## config.mk

```make
export PLATFORM = sky130hd
export DESIGN_NAME = pipemdu_flat
export DESIGN_NICKNAME = d
export VERILOG_FILES = /design/src/rtl/pipemdu_if.sv /design/src/rtl/pipemdu.sv /design/src/flat_wrapper.sv
export SDC_FILE = /design/constraint.sdc
export NUM_CORES = 1
export LEC_CHECK = 0
export CORE_MARGIN = 4
export CORE_UTILIZATION = 35
export CTS_CLUSTER_DIAMETER = 150
export DETAILED_ROUTE_END_ITERATION = 7
export SYNTH_ARGS = -nofsm -noshare
export SYNTH_HDL_FRONTEND = slang
export SYNTH_SLANG_ARGS = --single-unit
```

## constraint.sdc

```tcl
create_clock -name clock -period 3.07 [get_ports clock]
set_input_delay 0.307 -clock clock [delete_from_list [all_inputs] [get_ports clock]]
set_output_delay 0.307 -clock clock [all_outputs]
set_load 0.01 [all_outputs]
```

## src/rtl/pipemdu_if.sv

```systemverilog
// Issue/result bundle between the ID stage and the iterative multiply/divide unit.
interface pipemdu_if #(
  parameter int DATA_W = 32
);
  logic              dstart;
  logic [1:0]        dmdop;
  logic [DATA_W-1:0] da;
  logic [DATA_W-1:0] db;
  logic              dmfhilo;
  logic              busy;
  logic              mdstall;
  logic              done;
  logic [DATA_W-1:0] hi;
  logic [DATA_W-1:0] lo;

  modport master (
    output dstart, dmdop, da, db, dmfhilo,
    input  busy, mdstall, done, hi, lo
  );

  modport slave (
    input  dstart, dmdop, da, db, dmfhilo,
    output busy, mdstall, done, hi, lo
  );
endinterface

```

## src/rtl/pipemdu.sv

```systemverilog
// Iterative MIPS-style HI/LO unit: one shift-add (multiply) or restoring
// shift-subtract (divide) step per cycle on magnitudes, sign fix-up at the end.
module pipemdu #(
  parameter int DATA_W = 32
) (
  input  logic      clock,
  input  logic      resetn,
  pipemdu_if.slave  bus
);
  localparam int CNT_W = $clog2(DATA_W);
  localparam logic [CNT_W-1:0] CNT_LAST = CNT_W'(DATA_W - 1);

  typedef enum logic [1:0] {S_IDLE, S_RUN, S_FIX} state_t;

  state_t                r_state;
  logic [1:0]            r_op;
  logic                  r_sa;
  logic                  r_sb;
  logic [DATA_W-1:0]     r_a;
  logic [DATA_W-1:0]     r_b;
  logic [CNT_W-1:0]      r_cnt;
  logic [2*DATA_W-1:0]   r_acc;
  logic [DATA_W-1:0]     r_hi;
  logic [DATA_W-1:0]     r_lo;
  logic                  r_done;

  logic                  w_busy;
  logic                  w_neg_a;
  logic                  w_neg_b;
  logic [DATA_W-1:0]     w_mag_a;
  logic [DATA_W-1:0]     w_mag_b;
  logic [DATA_W:0]       w_mul_sum;
  logic [2*DATA_W-1:0]   w_mul_next;
  logic [DATA_W:0]       w_div_shift;
  logic                  w_div_ge;
  logic [DATA_W-1:0]     w_div_diff;
  logic [2*DATA_W-1:0]   w_div_next;
  logic [2*DATA_W-1:0]   w_mul_res;
  logic                  w_div0;
  logic [DATA_W-1:0]     w_res_hi;
  logic [DATA_W-1:0]     w_res_lo;

  function automatic logic [DATA_W-1:0] f_abs(input logic signed [DATA_W-1:0] v,
                                              input logic neg);
    return neg ? DATA_W'(-v) : DATA_W'(v);
  endfunction

  function automatic logic [DATA_W-1:0] f_cneg_w(input logic [DATA_W-1:0] v,
                                                 input logic neg);
    return neg ? (~v + 1'b1) : v;
  endfunction

  function automatic logic [2*DATA_W-1:0] f_cneg_2w(input logic [2*DATA_W-1:0] v,
                                                    input logic neg);
    return neg ? (~v + 1'b1) : v;
  endfunction

  // Operand capture: sign flags are only ever set for the signed ops
  assign w_neg_a = ~bus.dmdop[0] & bus.da[DATA_W-1];
  assign w_neg_b = ~bus.dmdop[0] & bus.db[DATA_W-1];
  assign w_mag_a = f_abs(bus.da, w_neg_a);
  assign w_mag_b = f_abs(bus.db, w_neg_b);

  // Multiply step: acc = {partial, multiplier}, add multiplicand on LSB then shift right
  assign w_mul_sum  = {1'b0, r_acc[2*DATA_W-1:DATA_W]} + {1'b0, (r_acc[0] ? r_a : '0)};
  assign w_mul_next = {w_mul_sum, r_acc[DATA_W-1:1]};

  // Divide step: acc = {remainder, dividend/quotient}; difference fits DATA_W when it is kept
  assign w_div_shift = r_acc[2*DATA_W-1:DATA_W-1];
  assign w_div_ge    = w_div_shift >= {1'b0, r_b};
  assign w_div_diff  = w_div_shift[DATA_W-1:0] - r_b;
  assign w_div_next  = w_div_ge ? {w_div_diff, r_acc[DATA_W-2:0], 1'b1}
                                : {w_div_shift[DATA_W-1:0], r_acc[DATA_W-2:0], 1'b0};

  // Sign fix-up; a zero divisor leaves the dividend as remainder, restored to da by its sign
  assign w_mul_res = f_cneg_2w(r_acc, ~r_op[0] & (r_sa ^ r_sb));
  assign w_div0    = (r_b == '0);

  always_comb begin
    w_res_hi = w_mul_res[2*DATA_W-1:DATA_W];
    w_res_lo = w_mul_res[DATA_W-1:0];
    if (r_op[1]) begin
      w_res_hi = f_cneg_w(r_acc[2*DATA_W-1:DATA_W], r_sa);
      w_res_lo = w_div0 ? '1 : f_cneg_w(r_acc[DATA_W-1:0], r_sa ^ r_sb);
    end
  end

  always_ff @(posedge clock or negedge resetn) begin
    if (!resetn) begin
      r_state <= S_IDLE;
      r_op    <= '0;
      r_sa    <= 1'b0;
      r_sb    <= 1'b0;
      r_a     <= '0;
      r_b     <= '0;
      r_cnt   <= '0;
      r_acc   <= '0;
      r_hi    <= '0;
      r_lo    <= '0;
      r_done  <= 1'b0;
    end else begin
      r_done <= 1'b0;
      case (r_state)
        S_IDLE: begin
          if (bus.dstart) begin
            r_op    <= bus.dmdop;
            r_sa    <= w_neg_a;
            r_sb    <= w_neg_b;
            r_a     <= w_mag_a;
            r_b     <= w_mag_b;
            r_acc   <= {{DATA_W{1'b0}}, (bus.dmdop[1] ? w_mag_a : w_mag_b)};
            r_cnt   <= '0;
            r_state <= S_RUN;
          end
        end
        S_RUN: begin
          r_acc <= r_op[1] ? w_div_next : w_mul_next;
          r_cnt <= r_cnt + 1'b1;
          if (r_cnt == CNT_LAST) r_state <= S_FIX;
        end
        S_FIX: begin
          r_hi    <= w_res_hi;
          r_lo    <= w_res_lo;
          r_done  <= 1'b1;
          r_state <= S_IDLE;
        end
        default: r_state <= S_IDLE;
      endcase
    end
  end

  assign w_busy      = (r_state != S_IDLE);
  assign bus.busy    = w_busy;
  assign bus.mdstall = w_busy & (bus.dstart | bus.dmfhilo);
  assign bus.done    = r_done;
  assign bus.hi      = r_hi;
  assign bus.lo      = r_lo;
endmodule

```

## src/flat_wrapper.sv

```systemverilog
// flat-port wrapper written by rule: the top's interface ports become plain ports
module pipemdu_flat 
#(
  parameter int DATA_W = 32
)
  (clock, resetn, bus_dstart, bus_dmdop, bus_da, bus_db, bus_dmfhilo, bus_busy, bus_mdstall, bus_done, bus_hi, bus_lo);
  pipemdu_if #(.DATA_W(DATA_W)) bus_i ();
  input  logic clock;
  input  logic resetn;
  input wire logic [$bits(bus_i.dstart)-1:0] bus_dstart;
  input wire logic [$bits(bus_i.dmdop)-1:0] bus_dmdop;
  input wire logic [$bits(bus_i.da)-1:0] bus_da;
  input wire logic [$bits(bus_i.db)-1:0] bus_db;
  input wire logic [$bits(bus_i.dmfhilo)-1:0] bus_dmfhilo;
  output wire logic [$bits(bus_i.busy)-1:0] bus_busy;
  output wire logic [$bits(bus_i.mdstall)-1:0] bus_mdstall;
  output wire logic [$bits(bus_i.done)-1:0] bus_done;
  output wire logic [$bits(bus_i.hi)-1:0] bus_hi;
  output wire logic [$bits(bus_i.lo)-1:0] bus_lo;
  assign bus_i.dstart = bus_dstart;
  assign bus_i.dmdop = bus_dmdop;
  assign bus_i.da = bus_da;
  assign bus_i.db = bus_db;
  assign bus_i.dmfhilo = bus_dmfhilo;
  assign bus_busy = bus_i.busy;
  assign bus_mdstall = bus_i.mdstall;
  assign bus_done = bus_i.done;
  assign bus_hi = bus_i.hi;
  assign bus_lo = bus_i.lo;
  pipemdu #(.DATA_W(DATA_W)) u_core (.clock(clock), .resetn(resetn), .bus(bus_i));
endmodule
```

Yosys cells after proc, flatten, opt, wreduce, memory -nomap -nowiden:

Cells that the tools add are included.

* bitwise logic cells: 11
* $lt $le $gt $ge: 1
* add/sub/neg operators: 8
* equal/unequal tests: 5
* mux-type cells: 20
* reductions and logical operators: 7

Operator list (count)
* $mux 32: 9
* $mux 64: 4
* $pmux 64 s2: 1
* $add 32x1->32 const B: 2
* $add 64x1->64 const B: 1
* $neg 32->32: 2
* $not 32->32: 2
* $not 64->64: 1
* $add 32x32->33: 1
* $ge 33x32->1: 1
* $logic_not 32->1: 1
* $sub 32x32->32: 1
* $pmux 5 s2: 1
* $reduce_and 2->1: 3
* $add 5x1->5 const B: 1
* $eq 5x5->1 const B: 1
* $mux 5: 1
* $and 1x1->1: 4
* $mux 2: 2
* $pmux 2 s2: 1
* $reduce_bool 2->1: 2
* $eq 2x1->1 const B: 1
* $eq 2x2->1 const B: 1
* $logic_not 2->1: 1
* other kinds (6): 7

* bits of input ports: 70
* logic and storage cells: 63
* flip-flop bits (word level): 204
* output and inout bits: 67

Logic depth before layout (Yosys ltp):

Gate-level depths: netlist of the first run.

* word-level depth: 6
* depth in mapped cells: 14
* gate-level depth less buffers: 12

Worst setup path before layout of the first run:

OpenSTA, ideal clock, no wires.

* kind: flip-flop to flip-flop
* start: register u_core.r_acc[0]
* end: register u_core.r_acc[55]
* stages on the path, launching flop included: 12
* period minus slack after synthesis: 3.206 ns
* library setup time: 0.104 ns
* path buffers: 2
* arrival: 3.102 ns
* path slack: -0.136 ns
* path through: dfrtp_1 > clkbuf_1 > clkbuf_1 > and2_1 > ha_1 > a2111o_1 > o21ai_0 > o21ai_0 > a311o_1 > a31oi_1 > xnor2_1 > a221oi_1

* cells in the longest elaborated chain, start to end: 4

Ends and longest elaborated chain
* start: declaration: line pipemdu.sv:22 `logic [2*DATA_W-1:0] r_acc;`
* start signal: assignment: line pipemdu.sv:111 `r_acc <= {{DATA_W{1'b0}}, (bus.dmdop[1] ? w_mag_a : w_mag_b)};`
* start signal: assignment: line pipemdu.sv:117 `r_acc <= r_op[1] ? w_div_next : w_mul_next;`
* $mux 32: line pipemdu.sv:65 `assign w_mul_sum = {1'b0, r_acc[2*DATA_W-1:DATA_W]} + {1'b0, (r_acc[0] ? r_a : '0)};`
* $add 32x32->33: line pipemdu.sv:65
* $mux 64: line pipemdu.sv:117
* $pmux 64 s2: line pipemdu.sv:103 `case (r_state)`

Every way passes these cells.
A chain may end at the register's enable or synchronous reset.

Worst setup path in the final report of the first run:

* start: register u_core.r_acc[0]
* end: register u_core.r_acc[58]

The elaborated chain is that of the path after synthesis.

==> results.sh, run 1 <==
export IMPL_syn_mean_instance_area_um2=8.079
export IMPL_crit_required_ns=3.49
export IMPL_critical_path_slowest_cell="dfrtp_2"
export IMPL_crit_path_end_kind="register"
export IMPL_final_setup_viol_count=0
export IMPL_dp_hpwl_mm=46.38
export IMPL_setup_slack_ns=0.01816
export IMPL_synth_seq_cells=204
export IMPL_routed_via_density=5.492
export IMPL_cts_tree="built"
export IMPL_hp_class="in -> async"
export IMPL_critPathKind="reg -> reg"
export IMPL_crit_fanout=17
export IMPL_syn_nets=2043
export IMPL_p_int_mw=13.69
export IMPL_synthArstFlopShare=1.000
export IMPL_wl_mm=58.70
export IMPL_cap_viol_max_count=0
export IMPL_grt_overflow_total=0
export IMPL_n_fill_cell=4193
export IMPL_ys_types=70
export IMPL_ant_nets=0
export IMPL_dieArea_um2=47290
export IMPL_post_route_util=0.4791
export IMPL_r2r_end="u_core.r_acc[58]"
export IMPL_ir_drop_mv=0.7324
export IMPL_grt_pass1_wl_mm=90.29
export IMPL_layout_common_cells="270 x buf_4, 233 x nand2_1, 200 x dfrtp_1"
export IMPL_nNetsFinal=2392
export IMPL_cpMostUsedCell="a311oi_2"
export IMPL_grt_total_usage=0.2408
export IMPL_critical_path_max_stage_delay_ns=0.49
export IMPL_drive_gt1_frac=0.1837
export IMPL_dr_pass1_iters=8
export IMPL_synthCells=1901
export IMPL_clk_pin_slew_worst_paths_ns=0.06
export IMPL_die_width_um=217.5
export IMPL_routabilityCongestion=0.9645
export IMPL_max_slew_margin=0.3112
export IMPL_power_density_nw_per_um2=1235
export IMPL_synth_edf_count=0
export IMPL_pwr_share_comb=0.682
export IMPL_synth_seq_area_share=0.3324
export IMPL_fmax_mhz=327.7
export IMPL_r2r_cells=12
export IMPL_max_slew_worst_pin_slew_ns=1.029
export IMPL_num_vias=15680
export IMPL_grt_max_degree=91
export IMPL_critical_path_top_delay_family="compound AO/OA/AOI/OAI gates"
export IMPL_crit_buf_inv=2
export IMPL_numPortBuffers=136
export IMPL_drt_iter0_drc=1146
export IMPL_numCtsBuffers=27
export IMPL_path_cells="buf_12, and2_1, ha_1, a21oi_1, o21ai_1, o211a_1, a211oi_2, a311oi_2, buf_4, a311oi_2, xor2_1, o211ai_1"
export IMPL_fin_cells=2855
export IMPL_final_common_cell="buf_4"
export IMPL_synthToLayoutAreaGrowth_pct=34.97
export IMPL_worstSkewPairLatency_ns=0.57
export IMPL_regArea_um2=5110
export IMPL_worst_setup_path_start_kind="register"
export IMPL_remaining_drc_errors=0
export IMPL_pwr_share_clk=0.136
export IMPL_rsz0062_at_grt="yes"
export IMPL_skew_ns=0.01742
export IMPL_synth_top_area_share=0.3324
export IMPL_avgRoutedWirePerCell_um=20.56
export IMPL_final_hold_viol_count=0
export IMPL_num_antenna_cells=0
export IMPL_critPathArrivalTime_ns=3.47
export IMPL_status="finished, final reports clean"
export IMPL_dpl_instance_area_um2=19240
export IMPL_leakage_nw=9.090
export IMPL_syn_cell_area_um2=15360
export IMPL_yosys_most_used_dff="dfrtp_1"
export IMPL_p_sw_mw=11.91
export IMPL_initial_core_util=0.3549
export IMPL_seqPwrFrac=0.182
export IMPL_core_um2=43270
export IMPL_finalCritPeriodShare=0.9941
export IMPL_r2r_start="u_core.r_acc[0]"
export IMPL_grt_antenna_before_repair=0
export IMPL_cts_max_level=1
export IMPL_final_area_um2=20730
export IMPL_max_clock_path_buffers=3
export IMPL_min_period_ns=3.052
export IMPL_rrSetupSlack_ns=0.02
export IMPL_die_h_um=217.5
export IMPL_setup_tns_ns=0
export IMPL_synth_top_area_cell="dfrtp_1"
export IMPL_first_global_vias=15337
export IMPL_ys_warn_count=0
export IMPL_drv_slew=0
export IMPL_io_pins=137
export IMPL_dp_cells=2798
export IMPL_cts_root_buf="clkbuf_16"
export IMPL_switching_share=0.4653
export IMPL_synth_area_top_cells="dfrtp_1 33%, o21ai_0 6.5%, nand2_1 5.8%"
export IMPL_clock_sinks=204
export IMPL_multiInputGateArea_um2=10030
export IMPL_rows=76
export IMPL_place_ws_ns=-0.3625
-- registers in the layout, indices dropped and copies added, names as in the netlist, 2 cells and up --
signal	cells
u_core.r_b	32
u_core.r_op	2
u_core.r_cnt	5
u_core.bus.lo	32
u_core.r_state	2
u_core.bus.hi	32
u_core.r_a	32
u_core.r_acc	64
-- cells in the mapped netlist (7+ instances only) --
cell type / instances
nand2_1: 237
nor4_1: 22
a221o_1: 15
o221ai_1: 15
and3_1: 16
nor3_1: 39
o41ai_1: 8
a22oi_1: 10
dfrtp_1: 204
a21oi_1: 156
nand2b_1: 14
nor2_1: 165
xor2_1: 71
nand4_1: 17
nand3_1: 36
a211oi_1: 16
o31ai_1: 18
inv_1: 73
o211ai_1: 21
xnor2_1: 96
ha_1: 70
mux2i_1: 64
and2_1: 42
or3_1: 13
nor2b_1: 10
clkbuf_1: 83
o21ai_0: 198
or4_1: 12
a21o_1: 23
a31oi_1: 25
buf_1: 12
o21a_1: 7
-- through the flow --
step	power, mW	hold WS, ns
after global placement	20.89	0.4049
after floorplan	14.22	0.01141
after detailed placement	21.04	0.4107
after CTS	24.88	0.3733
final	25.61	0.3722
after global routing	27.38	0.4339
-- how the worst max path moves through the flow --
stage	from	endpoint	slack, ns	cells past startpoint
4_1_cts	u_core.r_acc[0]	u_core.r_acc[55]	-0.02	11
3_5_place_dp	bus_da[20]	u_core.r_acc[29]	-0.36	9
3_3_place_gp	bus_da[20]	u_core.r_acc[29]	-0.34	9
2_1_floorplan	u_core.r_acc[0]	u_core.r_acc[55]	0.03	14
6_report	u_core.r_acc[0]	u_core.r_acc[58]	0.02	12
5_1_grt	u_core.r_acc[0]	u_core.r_acc[62]	-0.14	13
-- final cells by class --
class                      instances  share of cell area
multi-input combinational       1524              0.4841
sequential                       204              0.2465
timing repair buffer             419              0.1734
clock buffer                      32             0.03543
tap                              585             0.03531
inverter                          74             0.01340
clock inverter                    17             0.01183
-- kinds of logic (layout without fill, tap and decap cells) --
| family | count (synthesis) | count (layout) | share of synthesized area |
|---|---|---|---|
| adders and majority gates | 72 | 72 | 0.05964 |
| DFF | 204 | 204 | 0.3324 |
| and+or+nand+nor | 645 | 645 | 0.1959 |
| muxes | 70 | 70 | 0.04611 |
| buffers and inverters | 173 | 542 | 0.04302 |
| AOI/OAI and AO/OA | 570 | 570 | 0.2277 |
| xor gates and xnor gates | 167 | 167 | 0.09524 |
-- per-layer routing --
layer  routed length, um  track usage  vias up
met1               27500       0.3525     7618
met5                   0            0        -
met3                3301      0.02564       77
met4                1590      0.06148        0
li1                    -            -     7513
met2               26310       0.3813      472
-- power by group through the flow --
| stage | combinational [mW] | sequential (mW) | clock, mW |
|---|---|---|---|
| 4_1_cts | 16.7 | 4.60 | 3.56 |
| 2_1_floorplan | 9.62 | 4.60 | 0 |
| 5_1_grt | 18.9 | 4.79 | 3.65 |
| 3_5_place_dp | 16.4 | 4.64 | 0 |
| 6_report | 17.5 | 4.67 | 3.47 |
| 3_3_place_gp | 16.3 | 4.60 | 0 |
-- repair_timing --
| action | CTS | global route |
|---|---|---|
| endpoints found under the hold margin | 71 | 0 |
| setup buffers | 3 | 4 |
| setup endpoints to repair | 36 | 34 |
| resized for setup | 28 | 66 |
| pin swaps | 9 | 19 |
| hold buffers | 1 | 0 |
Power figures use the tool's default switching activity.
==> inputs of run 2 (changes only) <==
--- a/config.mk
+++ b/config.mk
@@ -5,10 +5,14 @@
 export SDC_FILE = /design/constraint.sdc
 export NUM_CORES = 1
 export LEC_CHECK = 0
+export CELL_PAD_IN_SITES_DETAIL_PLACEMENT = 1
+export CELL_PAD_IN_SITES_GLOBAL_PLACEMENT = 1
 export CORE_MARGIN = 4
-export CORE_UTILIZATION = 35
+export CORE_UTILIZATION = 40
 export CTS_CLUSTER_DIAMETER = 150
 export DETAILED_ROUTE_END_ITERATION = 7
+export PLACE_DENSITY_LB_ADDON = 0.1
+export SKIP_CTS_REPAIR_TIMING = 1
 export SYNTH_ARGS = -nofsm -noshare
 export SYNTH_HDL_FRONTEND = slang
 export SYNTH_SLANG_ARGS = --single-unit
==> run 2 against run 1 <==
Net effect: combinational power barely moved; sequential share of layout area rose by 0.35 points; largest cell class unchanged; highest routed layer unchanged; sequential power barely moved.
==> results.sh, run 2 (synthesized netlist as in run 1, its figures left out) <==
export IMPL_setup_slack_ns=0.03224
export IMPL_r2r_end="u_core.r_acc[0]"
export IMPL_dp_hpwl_mm=49.96
export IMPL_crit_fanout=5
export IMPL_die_width_um=203.9
export IMPL_dr_pass1_iters=5
export IMPL_grt_pass1_wl_mm=97.24
export IMPL_ant_nets=0
export IMPL_largest_register="u_core.r_acc"
export IMPL_numPortBuffers=136
export IMPL_routed_via_density=5.746
export IMPL_final_setup_viol_count=0
export IMPL_r2r_cells=13
export IMPL_drive_gt1_frac=0.1829
export IMPL_rrSetupSlack_ns=0.03
export IMPL_cpMostUsedCell="buf_4"
export IMPL_hold_slack_ns=0.3420
export IMPL_critical_path_slowest_cell="a211o_1"
export IMPL_nNetsFinal=2397
export IMPL_io_pins=137
export IMPL_clk_pin_slew_worst_paths_ns=0.06
export IMPL_initial_core_util=0.4068
export IMPL_power_total_mw=25.44
export IMPL_layout_common_cells="277 x buf_4, 234 x nand2_1, 203 x dfrtp_1"
export IMPL_final_hold_viol_count=0
export IMPL_numCtsBuffers=26
export IMPL_leakage_nw=8.996
export IMPL_remaining_drc_errors=0
export IMPL_place_ws_ns=-0.4580
export IMPL_finalCritPeriodShare=0.9895
export IMPL_max_clock_path_buffers=3
export IMPL_cts_tree="built"
export IMPL_status="finished, final reports clean"
export IMPL_grt_overflow_total=0
export IMPL_crit_required_ns=3.49
export IMPL_min_period_ns=3.038
export IMPL_core_um2=37760
export IMPL_skew_ns=0.01817
export IMPL_cts_max_level=1
export IMPL_final_common_cell="buf_4"
export IMPL_path_cells="inv_1, ha_1, a21oi_1, o2111ai_1, a211o_1, a41oi_1, buf_4, a31oi_4, buf_6, nand2_1, a21boi_1, buf_4, o21ai_0"
export IMPL_die_h_um=203.9
export IMPL_grt_antenna_before_repair=0
export IMPL_critical_path_max_stage_delay_ns=0.41
export IMPL_setup_tns_ns=0
export IMPL_rsz0062_at_grt="yes"
export IMPL_cts_root_buf="clkbuf_16"
export IMPL_drt_iter0_drc=1040
export IMPL_hp_class="in -> async"
export IMPL_r2r_start="u_core.r_b[26]"
export IMPL_fmax_mhz=329.2
export IMPL_critPathArrivalTime_ns=3.45
export IMPL_dieArea_um2=41590
export IMPL_critical_path_top_delay_family="compound AO/OA/AOI/OAI gates"
export IMPL_grt_max_degree=69
export IMPL_rows=71
export IMPL_worst_setup_path_start_kind="register"
export IMPL_max_slew_worst_pin_slew_ns=0.8014
export IMPL_grt_total_usage=0.2950
export IMPL_ir_drop_mv=0.5387
export IMPL_largest_reg_flops=64
export IMPL_drv_slew=0
export IMPL_max_slew_margin=0.4625
export IMPL_critPathKind="reg -> reg"
export IMPL_num_antenna_cells=0
export IMPL_power_density_nw_per_um2=1246
export IMPL_crit_path_end_kind="register"
export IMPL_crit_buf_inv=4
export IMPL_avgRoutedWirePerCell_um=22.61
export IMPL_first_global_vias=16759
export IMPL_routabilityCongestion=0.9331
export IMPL_clock_sinks=204
export IMPL_wl_mm=62.99
export IMPL_worstSkewPairLatency_ns=0.56
export IMPL_synthToLayoutAreaGrowth_pct=33.00
export IMPL_num_vias=16007
export IMPL_cap_viol_max_count=0
==> run 2: changes by cell type in the layout (fill, tap and decap cells not counted), sizes merged <==
cell | previous run | this run
a31oi | 25 | 26
bufinv | 5 | 1
inv | 74 | 73
clkbuf | 33 | 38
clkinvlp | 2 | 1
buf | 283 | 288
==> run 2: worst max path at each step <==
| stage | end | startpoint | slack, ns | depth (start not counted) |
|---|---|---|---|---|
| floorplan | u_core.r_acc[55] | u_core.r_acc[0] | 0.03 | 14 |
| finish | u_core.r_acc[0] | u_core.r_b[26] | 0.03 | 13 |
| detailed placement | u_core.r_acc[29] | bus_da[20] | -0.46 | 9 |
| CTS | u_core.r_acc[50] | u_core.r_acc[31] | -0.13 | 12 |
| global placement | u_core.r_acc[29] | bus_da[20] | -0.39 | 9 |
| global route | u_core.r_acc[55] | u_core.r_b[1] | -0.08 | 12 |
==> run 2: final cells by class <==
cell class	count	area (um^2)
repair buffers	424	3600
clock buffers	37	752.0
flip-flops and latches	204	5106
fillers	4524	17330
clock inverters	11	93.84
inverters	74	277.8
multi-input cells	1525	9956
well taps	511	639.4
==> run 2: layer usage <==
metal / share of wire / vias up / track usage
li1: - / 7524 / -
met1: 0.46 / 8018 / 0.4079
met2: 0.47 / 374 / 0.4932
met3: 0.043 / 91 / 0.03015
met4: 0.032 / 0 / 0.08567
met5: 0 / - / 0
==> run 2: stage by stage <==
stage	std cells	util	instance area, um^2
global route	2786	0.5410	20420
detailed placement	2723	0.5066	19130
CTS	2771	0.5290	19970
global placement	2723	0.5066	19130
finish	2786	0.5410	20420
floorplan	1901	-	15360
==> run 2: power breakdown <==
group	switching [mW]	internal (mW)	total, mW	leakage [nW]
Sequential	0.956	3.73	4.69	2.44
Clock	1.27	1.78	3.06	0.422
Combinational	9.96	7.74	17.7	6.14
==> run 2: worst reg2reg max path, cell delays in order, from the launching register on <==
cell and delay (ns):
dfrtp_1 0.39, inv_1 0.14, ha_1 0.28, a21oi_1 0.23, o2111ai_1 0.16, a211o_1 0.41, a41oi_1 0.22, buf_4 0.17
a31oi_4 0.16, buf_6 0.17, nand2_1 0.10, a21boi_1 0.21, buf_4 0.15, o21ai_0 0.08
